<file path="src/rtl/sync_frame_transmitter.sv">
`default_nettype none
// ============================================================================
// Module      : sync_frame_transmitter
// Description : Bit-serial framed transmitter. Each accepted word is sent as
//               sync pattern (MSB-first), data word (MSB-first), optional
//               even-parity bit, then GAP_LEN idle bits at logic 1. The stream
//               advances one bit per clock edge that has bit_en=1.
//               Optional feature macro: SYNC_TX_PARITY_EN (adds parity bit).
// Revision    : 1.0 - initial release
// ============================================================================
module sync_frame_transmitter #(
    parameter int                  SYNC_LEN     = 7,
    parameter logic [SYNC_LEN-1:0] SYNC_PATTERN = 7'b0110110,
    parameter int                  DATA_W       = 8,
    parameter int                  GAP_LEN      = 2
) (
    input  logic              clk,
    input  logic              reset_n,
    input  logic [DATA_W-1:0] tx_data,
    input  logic              tx_valid,
    output logic              tx_ready,
    input  logic              bit_en,
    output logic              out_bit,
    output logic              out_active,
    output logic              frame_done,
    output logic              busy
);

    // Counter covers the longest field; it only ever counts down to zero.
    localparam int MAX_SD  = (SYNC_LEN > DATA_W) ? SYNC_LEN : DATA_W;
    localparam int MAX_LEN = (MAX_SD > GAP_LEN) ? MAX_SD : GAP_LEN;
    localparam int CNT_W   = (MAX_LEN > 1) ? $clog2(MAX_LEN) : 1;

    localparam logic [CNT_W-1:0] C_SYNC_INIT = CNT_W'(SYNC_LEN - 1);
    localparam logic [CNT_W-1:0] C_DATA_INIT = CNT_W'(DATA_W - 1);
    localparam logic [CNT_W-1:0] C_GAP_INIT  = (GAP_LEN == 0) ? '0 : CNT_W'(GAP_LEN - 1);

    typedef enum logic [2:0] {
        S_IDLE   = 3'd0,
        S_SYNC   = 3'd1,
        S_DATA   = 3'd2,
        S_PARITY = 3'd3,
        S_GAP    = 3'd4
    } state_t;

    state_t              state_q, state_d;
    logic [CNT_W-1:0]    cnt_q, cnt_d;
    logic [DATA_W-1:0]   shift_q, shift_d;
    logic                out_bit_q, out_bit_d;
    logic                out_active_q, out_active_d;
    logic                frame_done_q, frame_done_d;
`ifdef SYNC_TX_PARITY_EN
    logic                parity_q, parity_d;
`endif

    logic                w_sync_bit;
    logic                w_last;

    // Next sync bit to present: pattern bit (cnt_q - 1), selected with a mask.
    assign w_sync_bit = |(SYNC_PATTERN & (SYNC_LEN'(1) << (cnt_q - CNT_W'(1))));

    assign tx_ready   = (state_q == S_IDLE);
    assign busy       = (state_q != S_IDLE);
    assign out_bit    = out_bit_q;
    assign out_active = out_active_q;
    assign frame_done = frame_done_q;

    // Next-state and output logic; everything holds unless accepting or bit_en.
    always_comb begin
        state_d      = state_q;
        cnt_d        = cnt_q;
        shift_d      = shift_q;
        out_bit_d    = out_bit_q;
        out_active_d = out_active_q;
        frame_done_d = 1'b0;
        w_last       = 1'b0;
`ifdef SYNC_TX_PARITY_EN
        parity_d     = parity_q;
`endif
        case (state_q)
            S_IDLE: begin
                if (tx_valid) begin
                    state_d      = S_SYNC;
                    shift_d      = tx_data;
                    out_bit_d    = SYNC_PATTERN[SYNC_LEN-1];
                    out_active_d = 1'b1;
                    cnt_d        = C_SYNC_INIT;
`ifdef SYNC_TX_PARITY_EN
                    parity_d     = ^tx_data;
`endif
                end
            end
            S_SYNC: begin
                if (bit_en) begin
                    if (cnt_q == '0) begin
                        state_d   = S_DATA;
                        out_bit_d = shift_q[DATA_W-1];
                        shift_d   = shift_q << 1;
                        cnt_d     = C_DATA_INIT;
                    end else begin
                        out_bit_d = w_sync_bit;
                        cnt_d     = cnt_q - CNT_W'(1);
                    end
                end
            end
            S_DATA: begin
                if (bit_en) begin
                    if (cnt_q == '0) begin
`ifdef SYNC_TX_PARITY_EN
                        state_d   = S_PARITY;
                        out_bit_d = parity_q;
`else
                        w_last    = 1'b1;
`endif
                    end else begin
                        out_bit_d = shift_q[DATA_W-1];
                        shift_d   = shift_q << 1;
                        cnt_d     = cnt_q - CNT_W'(1);
                    end
                end
            end
`ifdef SYNC_TX_PARITY_EN
            S_PARITY: begin
                if (bit_en) begin
                    w_last = 1'b1;
                end
            end
`endif
            S_GAP: begin
                if (bit_en) begin
                    if (cnt_q == '0) begin
                        state_d = S_IDLE;
                    end else begin
                        cnt_d = cnt_q - CNT_W'(1);
                    end
                end
            end
            default: begin
                state_d = S_IDLE;
            end
        endcase

        // Leaving the final data/parity bit: pulse done and drop to idle level.
        if (w_last) begin
            frame_done_d = 1'b1;
            out_bit_d    = 1'b1;
            out_active_d = 1'b0;
            cnt_d        = C_GAP_INIT;
            state_d      = (GAP_LEN == 0) ? S_IDLE : S_GAP;
        end
    end

    // State and output registers with asynchronous reset to idle.
    always_ff @(posedge clk or negedge reset_n) begin
        if (!reset_n) begin
            state_q      <= S_IDLE;
            cnt_q        <= '0;
            shift_q      <= '0;
            out_bit_q    <= 1'b1;
            out_active_q <= 1'b0;
            frame_done_q <= 1'b0;
`ifdef SYNC_TX_PARITY_EN
            parity_q     <= 1'b0;
`endif
        end else begin
            state_q      <= state_d;
            cnt_q        <= cnt_d;
            shift_q      <= shift_d;
            out_bit_q    <= out_bit_d;
            out_active_q <= out_active_d;
            frame_done_q <= frame_done_d;
`ifdef SYNC_TX_PARITY_EN
            parity_q     <= parity_d;
`endif
        end
    end

endmodule
`default_nettype wire
</file>
<file path="config.mk">
export PLATFORM = sky130hd
export DESIGN_NAME = sync_frame_transmitter
export DESIGN_NICKNAME = d
export VERILOG_FILES = /design/src/rtl/sync_frame_transmitter.sv
export SDC_FILE = /design/constraint.sdc
export NUM_CORES = 1
export LEC_CHECK = 0
export ABC_AREA = 1
export ABC_CLOCK_PERIOD_IN_PS = 2140
export CAP_MARGIN = 30
export CORE_MARGIN = 1
export CORE_UTILIZATION = 40
export CTS_CLUSTER_SIZE = 14
export DETAILED_ROUTE_END_ITERATION = 16
export GPL_TIMING_DRIVEN = 0
export HOLD_SLACK_MARGIN = 0.15
export PLACE_DENSITY_LB_ADDON = 0.12
export REMOVE_ABC_BUFFERS = 1
export SYNTH_ARGS = -nofsm -noshare
export SYNTH_HDL_FRONTEND = slang
export SYNTH_SLANG_ARGS = --single-unit
</file>
<file path="constraint.sdc">
create_clock -name clk -period 2.14 [get_ports clk]
set_clock_uncertainty 0.2 [all_clocks]
set_input_delay 0.214 -clock clk [delete_from_list [all_inputs] [get_ports clk]]
set_output_delay 0.214 -clock clk [all_outputs]
set_load 0.05 [all_outputs]
</file>
## Word level (Yosys, flattened, before mapping)

Index checks and enable logic that the tools add are counted.
Widths: inputs -> output; s select.

- Output and inout port bits: 5
- Input port bits: 12
- Register bits after elaboration: 17
- Logic and storage cells: 75

- Mux-type cells: 34
- Reductions and logical operators: 15
- Add/sub/neg operators: 1
- Shift-type cells: 1
- Equality and inequality tests: 18

Operators by type and width:

| cell | number |
|---|---|
| $mux 8 | 5 |
| $mux 3 | 12 |
| $pmux 8 s3 | 1 |
| $ne 3x3->1 const B | 7 |
| $mux 1 | 13 |
| $ne 2x2->1 const B | 6 |
| $pmux 3 s4 | 1 |
| $reduce_and 6->1 | 2 |
| $reduce_and 5->1 | 2 |
| $pmux 3 s3 | 1 |
| $reduce_bool 4->1 | 2 |
| $logic_not 3->1 | 2 |
| $reduce_bool 3->1 | 2 |
| $shl 1x3->6 const A | 1 |
| $reduce_bool 2->1 | 2 |
| $reduce_or 4->1 | 1 |
| $eq 3x1->1 const B | 1 |
| $eq 3x2->1 const B | 1 |
| $eq 3x3->1 const B | 1 |
| $ne 3x1->1 const B | 1 |
| $ne 3x2->1 const B | 1 |
| $pmux 1 s3 | 1 |
| $sub 3x1->3 const B | 1 |
| $reduce_and 2->1 | 1 |
| $reduce_or 2->1 | 1 |

## Longest topological paths before layout

Gate-level depths: netlist of the first run.

- Depth after elaboration: 7
- Mapped depth: 10
- Mapped depth without buffers: 10

## Worst setup path after synthesis of the first run

OpenSTA, ideal clock, no wires.

- Path kind: flip-flop to output port
- From: register state_q[1]
- To: output busy
- Stages on the path, launching flop included: 5
- Path slack: -178 ps
- Required time: 1726 ps
- Buffers on the path: 0
- Arrival time: 1904 ps
- Path through: dfrtp_1 nor2_2 inv_1 nor2_1 inv_1

- Word-level cells in the longest chain between the ends: 1

RTL lines:

| element | RTL line | RTL |
|---|---|---|
| start: declaration | 46 | `state_t state_q, state_d;` |
| start signal: assignment | 166 | `state_q <= state_d;` |
| $reduce_bool 3->1 | 63 | `assign busy = (state_q != S_IDLE);` |
| end: declaration | 26 | `output logic busy` |

Every way passes these cells.

## Worst setup path in the final report of the first run

- From: register out_bit_q (netlist: out_bit)
- To: output out_bit

RTL lines:

| element | RTL line | RTL |
|---|---|---|
| start: declaration | 49 | `logic out_bit_q, out_bit_d;` |
| start signal: assignment | 169 | `out_bit_q <= out_bit_d;` |
| end: declaration | 23 | `output logic out_bit,` |

No word-level cell between the ends.

==> results.json, run 1 <==
{
  "fin_setup_tns_ns": 0,
  "post-route-util_pct": 50.0,
  "cts_buffer_depth": 2,
  "synthArstFlopShare_pct": 100,
  "crit_chain": "clkdlybuf4s50_1",
  "cp_slowest_cell": "clkdlybuf4s50_1",
  "ys.flop_type": "dfrtp_1",
  "worst-path-buf-inv": 1,
  "syn_area_per_cell_um2": 7.28,
  "crit_path_max_fanout": 2,
  "drt_iter0_drc": 46,
  "synthTopCellsByCount": "nand2_1 (73), nand3_1 (19), inv_1 (17)",
  "required_ns": 1.73,
  "fillers": 275,
  "wirelength_mm": 2.39,
  "seqPwrFrac_pct": 26.5,
  "status": "finished clean",
  "grt_use_total_pct": 16.6,
  "synth_edf_count": 0,
  "hold_class": "input port to async pin",
  "antenna_found_initial": 0,
  "cap_viol_max_count": 0,
  "post_cts_buffers": 0,
  "slew_viol_final": 0,
  "cts-buffers-inserted": 3,
  "antenna_left": 0,
  "ys_ff_latch": 17,
  "clockRootBuffer": "clkbuf_4",
  "peakVddDrop_mv": 0.893,
  "synth_area_um2": 1180,
  "cp-endpoint": "out_bit",
  "finalPower_w": 0.00220,
  "clk_latency_ns": 0.29,
  "reg2reg_setup_slack_ns": 0.38,
  "diodes": 0,
  "nets": 198,
  "synth-simple-area-share_pct": 47.5,
  "rsz0062_at_grt": "false",
  "multiInputGateArea_um2": 653,
  "dieArea_um2": 3170,
  "portBuffers": 16,
  "grt_first_pass_wirelength_mm": 4.13,
  "synth-compound-area-share_pct": 2.23,
  "cts.sinks": 17,
  "yosysMostFrequentCell": "nand2_1",
  "die_w_um": 56.3,
  "whs_ns": 0.176,
  "synthMuxAreaShare_pct": 0,
  "gp_congestion": 0.771,
  "grt_pass1_vias": 938,
  "synthXorXnorAreaFrac_pct": 0,
  "coreArea_um2": 2780,
  "grt_max_degree": 18,
  "intPower_w": 0.00103,
  "pin_count": 17,
  "startpoint_type": "register",
  "setup_viol": 0,
  "synth_top_family_by_area": "simple AND/OR/NAND/NOR gates",
  "p_sw_w": 0.00118,
  "synth_top_cell_by_area": "dfrtp_1",
  "drive_gt1_share_pct": 14.4,
  "critical_path.startpoint": "out_bit",
  "dp_hpwl_mm": 1.82,
  "r2r_start": "cnt_q[0]",
  "worstPathArrival_ns": 1.64,
  "start_util_pct": 42.4,
  "dp_slack_ns": -0.0438,
  "power.density_nw_per_um2": 1580,
  "clk_pin_slew_worst_paths_ns": 0.11,
  "postSynthCellCount": 162,
  "leakagePower_nw": 0.785,
  "synth_top_area_share_pct": 34.0,
  "routedWlPerCell_um": 11.3,
  "synth_fa_ha_area_share_pct": 5.31,
  "viasPerCell": 4.83,
  "die_height_um": 56.3,
  "setup_slack_ns": 0.0888,
  "endpoint_kind": "output pin",
  "synthTopCellsByArea": "dfrtp_1 (34%), nand2_1 (23%), nand3_1 (8.1%)",
  "cp.depth": 1,
  "rows": 19,
  "ys.warnings.count": 0,
  "min_period_ns": 2.05,
  "pwr-share-clk_pct": 8.1,
  "yosysUniqueCellTypes": 21,
  "h-tree-depth": 1,
  "max-slew-margin-rel_pct": 46.6,
  "crit_family": "buffers and inverters",
  "critPathMaxStageDelay_ns": 0.80,
  "regArea_um2": 428,
  "drcViolationCount": 0,
  "share_comb_of_total_power_pct": 65.4,
  "grt-ovfl-total": 0,
  "hold_buffers": 0,
  "swShare_pct": 53.5,
  "yosysSeqAreaShare_pct": 36.2,
  "r2r_cells": 9,
  "fmax_ghz": 0.488,
  "cts_tree": "built",
  "first_pass_iters": 4,
  "r2r-end": "shift_q[4]",
  "finalCritPeriodShare_pct": 95.9,
  "critical_path_class": "register to output pin",
  "area_growth_syn_to_layout_pct": 18.0,
  "timing_hold_violations_final": 0,
  "tightest_slew_ns": 0.799,
  "route.vias.total": 1020
}
power by group through the flow:
stage,registers (W),clock network [W],logic (W)
final,0.000585,0.000178,0.00144
after global routing,0.000609,0.000197,0.00164
after CTS,0.000578,0.000186,0.00145
after detailed placement,0.000584,0,0.00146
after global placement,0.000581,0,0.00142
after floorplan,0.000606,0,0.00110
registers in the layout (all words and copies together), names as in the netlist:
register,flops
out_bit,1
frame_done,1
cnt_q,3
shift_q,8
state_q,3
out_active,1
stage by stage:
stage          cells  area [um^2]
2_1_floorplan    160         1160
3_3_place_gp     207         1360
3_5_place_dp     207         1360
4_1_cts          211         1390
5_1_grt          211         1390
6_report         211         1390
repair_timing:
action	4_1_cts	5_1_grt
setup endpoints to repair	2	2
gates resized for setup	6	2
endpoints found under the hold margin	0	0
pin swaps	0	0
cell type report:
type / count / share of cell area (%)
Tap cell: 31 / 2.79
Clock buffer: 3 / 1.62
Multi-Input combinational cell: 122 / 46.9
Clock inverter: 1 / 0.360
Timing Repair Buffer: 16 / 11.7
Sequential cell: 17 / 30.8
Inverter: 21 / 5.85
per-layer routing:
metal	wire length (um)	global-route usage, %	up-vias
met5	0	0	-
met4	13	4.18	0
met3	69	3.46	2
met2	1140	27.2	14
met1	1160	22.4	462
li1	-	-	542
cells by family (layout without fill, tap and decap cells):
family          after synthesis  after routing
simple gates                112            112
fa+ha+maj                     5              5
buf+inv                      23             41
compound gates                5              5
flops                        17             17
layout by cell type (no fill, tap or decap):
master and instances:
o22ai_1 1, ha_1 5, nand3_1 19, o21ai_0 2
inv_2 3, clkbuf_4 3, inv_4 1, nand3_4 3
o21ai_1 1, nor2_4 1, nand2_1 73, nor2_1 6
nand2_4 2, nand3_2 2, clkdlybuf4s15_2 2, a21oi_1 1
nor2_8 1, nand4_4 1, dfstp_2 1, clkdlybuf4s50_1 14
nor2_2 2, nand2_2 2, dfrtp_1 15, clkinv_2 1
inv_1 17, dfrtp_2 1
worst min-delay path by stage:
stage | cells after the start | to
5_1_grt | 1 | state_q[2]
3_5_place_dp | 2 | shift_q[4]
2_1_floorplan | 0 | cnt_q[0]
6_report | 1 | shift_q[7]
3_3_place_gp | 2 | out_active
4_1_cts | 1 | cnt_q[0]
Power figures use the tool's default switching activity.
==> inputs of run 2 (changes only) <==
- CORE_UTILIZATION: 40 -> 53
==> run 2 against run 1 <==
  * Total power is 1.2% higher
  * Non-clock buffer count did not move
  * Sequential share of layout area up 0.36 points
  * Sequential cell count stayed put
  * Final area is 1.4% lower
  * Sequential power about the same
==> results.json, run 2 (synthesized netlist as in run 1, its figures left out) <==
{
  "h-tree-depth": 1,
  "grt_pass1_vias": 1040,
  "antenna_left": 0,
  "grt_util_met2_pct": 42.5,
  "setup_viol": 0,
  "grt_first_pass_wirelength_mm": 4.35,
  "rows": 16,
  "clockRootBuffer": "clkbuf_4",
  "portBuffers": 16,
  "grt_max_degree": 18,
  "required_ns": 1.73,
  "cts_tree": "built",
  "die_height_um": 49.2,
  "postPlaceCellArea_um2": 1350,
  "antenna_found_initial": 0,
  "cp_slowest_cell": "clkdlybuf4s50_1",
  "routedWlPerCell_um": 12.3,
  "die_w_um": 49.2,
  "first_pass_iters": 5,
  "leakagePower_nw": 0.782,
  "cap_viol_max_count": 0,
  "rsz0062_at_grt": "false",
  "wirelength_mm": 2.54,
  "power.density_nw_per_um2": 1630,
  "viasPerCell": 5.20,
  "cts_buffer_depth": 2,
  "crit_path_max_fanout": 2,
  "layout_commonest_cell": "nand2_1",
  "cts-buffers-inserted": 3,
  "coreArea_um2": 2020,
  "largest_reg_flops": 8,
  "pin_count": 17,
  "endpoint_kind": "output pin",
  "route.vias.total": 1077,
  "crit_family": "buffers and inverters",
  "slew_viol_final": 0,
  "start_util_pct": 58.3,
  "drcViolationCount": 0,
  "r2r_cells": 10,
  "dp_hpwl_mm": 1.94,
  "finalCritPeriodShare_pct": 94.9,
  "drive_gt1_share_pct": 13.3,
  "area_growth_syn_to_layout_pct": 16.3,
  "grt_use_total_pct": 23.7,
  "critical_path_class": "register to output pin",
  "drt_iter0_drc": 51,
  "layout_common_cells": "nand2_1 (73), nand3_1 (19), inv_1 (17)",
  "status": "finished clean",
  "whs_ns": 0.146,
  "max-slew-margin-rel_pct": 50.5,
  "cp.depth": 1,
  "diodes": 0,
  "dieArea_um2": 2420,
  "clk_latency_ns": 0.29,
  "post_cts_buffers": 0,
  "timing_hold_violations_final": 0,
  "final_area_um2": 1370,
  "fmax_ghz": 0.493,
  "grtUsageMet1_pct": 27.6,
  "critPathMaxStageDelay_ns": 0.79,
  "hold_class": "input port to async pin",
  "grt-ovfl-total": 0,
  "crit_chain": "clkdlybuf4s50_1",
  "worstPathArrival_ns": 1.62,
  "worst-path-buf-inv": 1,
  "regMostFlops": "shift_q",
  "clk_pin_slew_worst_paths_ns": 0.10,
  "startpoint_type": "register",
  "grtUsageMet3_pct": 5.61,
  "grt-busiest-layer": "met2",
  "cts.sinks": 17,
  "gp_congestion": 0.878,
  "nets": 198,
  "largestRegisters": "shift_q (8), cnt_q (3), state_q (3)",
  "min_period_ns": 2.03,
  "tightest_slew_ns": 0.740,
  "peakVddDrop_mv": 0.928
}
## run 2: cell types whose count changed in the layout (fill, tap and decap cells not counted), sizes merged
cell / previous run / this run
buf: 0 / 1
clkbuf: 3 / 5
clkdlybuf4s15: 2 / 0
clkinv: 1 / 0
## run 2: final cells by class
class	count	area (um^2)
multi-input combinational	122	653
fill	176	651
inverter	21	81.3
timing repair buffer	16	150
tap	27	33.8
sequential	17	427
clock buffer	4	26.3
## run 2: worst paths after layout
| check | from | end | slack (ns) |
|---|---|---|---|
| worst max-delay path | out_bit | out_bit | 0.11 |
| worst min-delay path | reset_n | state_q[2] | 0.15 |
| worst max register to register | cnt_q[0] | shift_q[5] | 0.33 |
| worst min register to register | out_active | out_active | 0.29 |
| max in group asynchronous | reset_n | shift_q[5] | 1.12 |
| min in group clk | out_active | out_active | 0.29 |
## run 2: timing repair
item	4_1_cts	5_1_grt
gates resized for setup	5	4
setup endpoints to repair	2	2
hold buffers	0	0
## run 2: metrics by stage
step           TNS [ns]  worst slack [ns]  std cells  utilization [%]  power [W]
6_report              0             0.110        207             67.8    0.00223
3_5_place_dp     -0.114            -0.108        203             66.8    0.00207
2_1_floorplan    -0.178            -0.178        160                -    0.00171
5_1_grt               0            0.0718        207             67.8    0.00243
4_1_cts               0          0.000752        207             68.3    0.00225
3_3_place_gp    -0.0267           -0.0267        203             66.8    0.00199
## run 2: report_power, final
| group | leakage, nW | switching [W] | total (W) | internal (W) |
|---|---|---|---|---|
| clock network | 0.0150 | 0.0000963 | 0.000169 | 0.0000726 |
| registers | 0.208 | 0.000117 | 0.000585 | 0.000467 |
| logic | 0.559 | 0.00100 | 0.00148 | 0.000473 |
| total | 0.782 | 0.00122 | 0.00223 | 0.00101 |
## run 2: layer usage
layer / part of all wire [%] / vias to the layer above / wire [um]
met5: 0 / - / 0
met2: 52 / 27 / 1310
met1: 43 / 508 / 1100
met3: 3.7 / 6 / 95
met4: 1.4 / 0 / 36
li1: - / 536 / -
==> inputs of run 3 (changes only) <==
- CAP_MARGIN: 30 -> 20
==> results of run 3 <==
Final layout, timing and power as in run 2 (identical DEF).
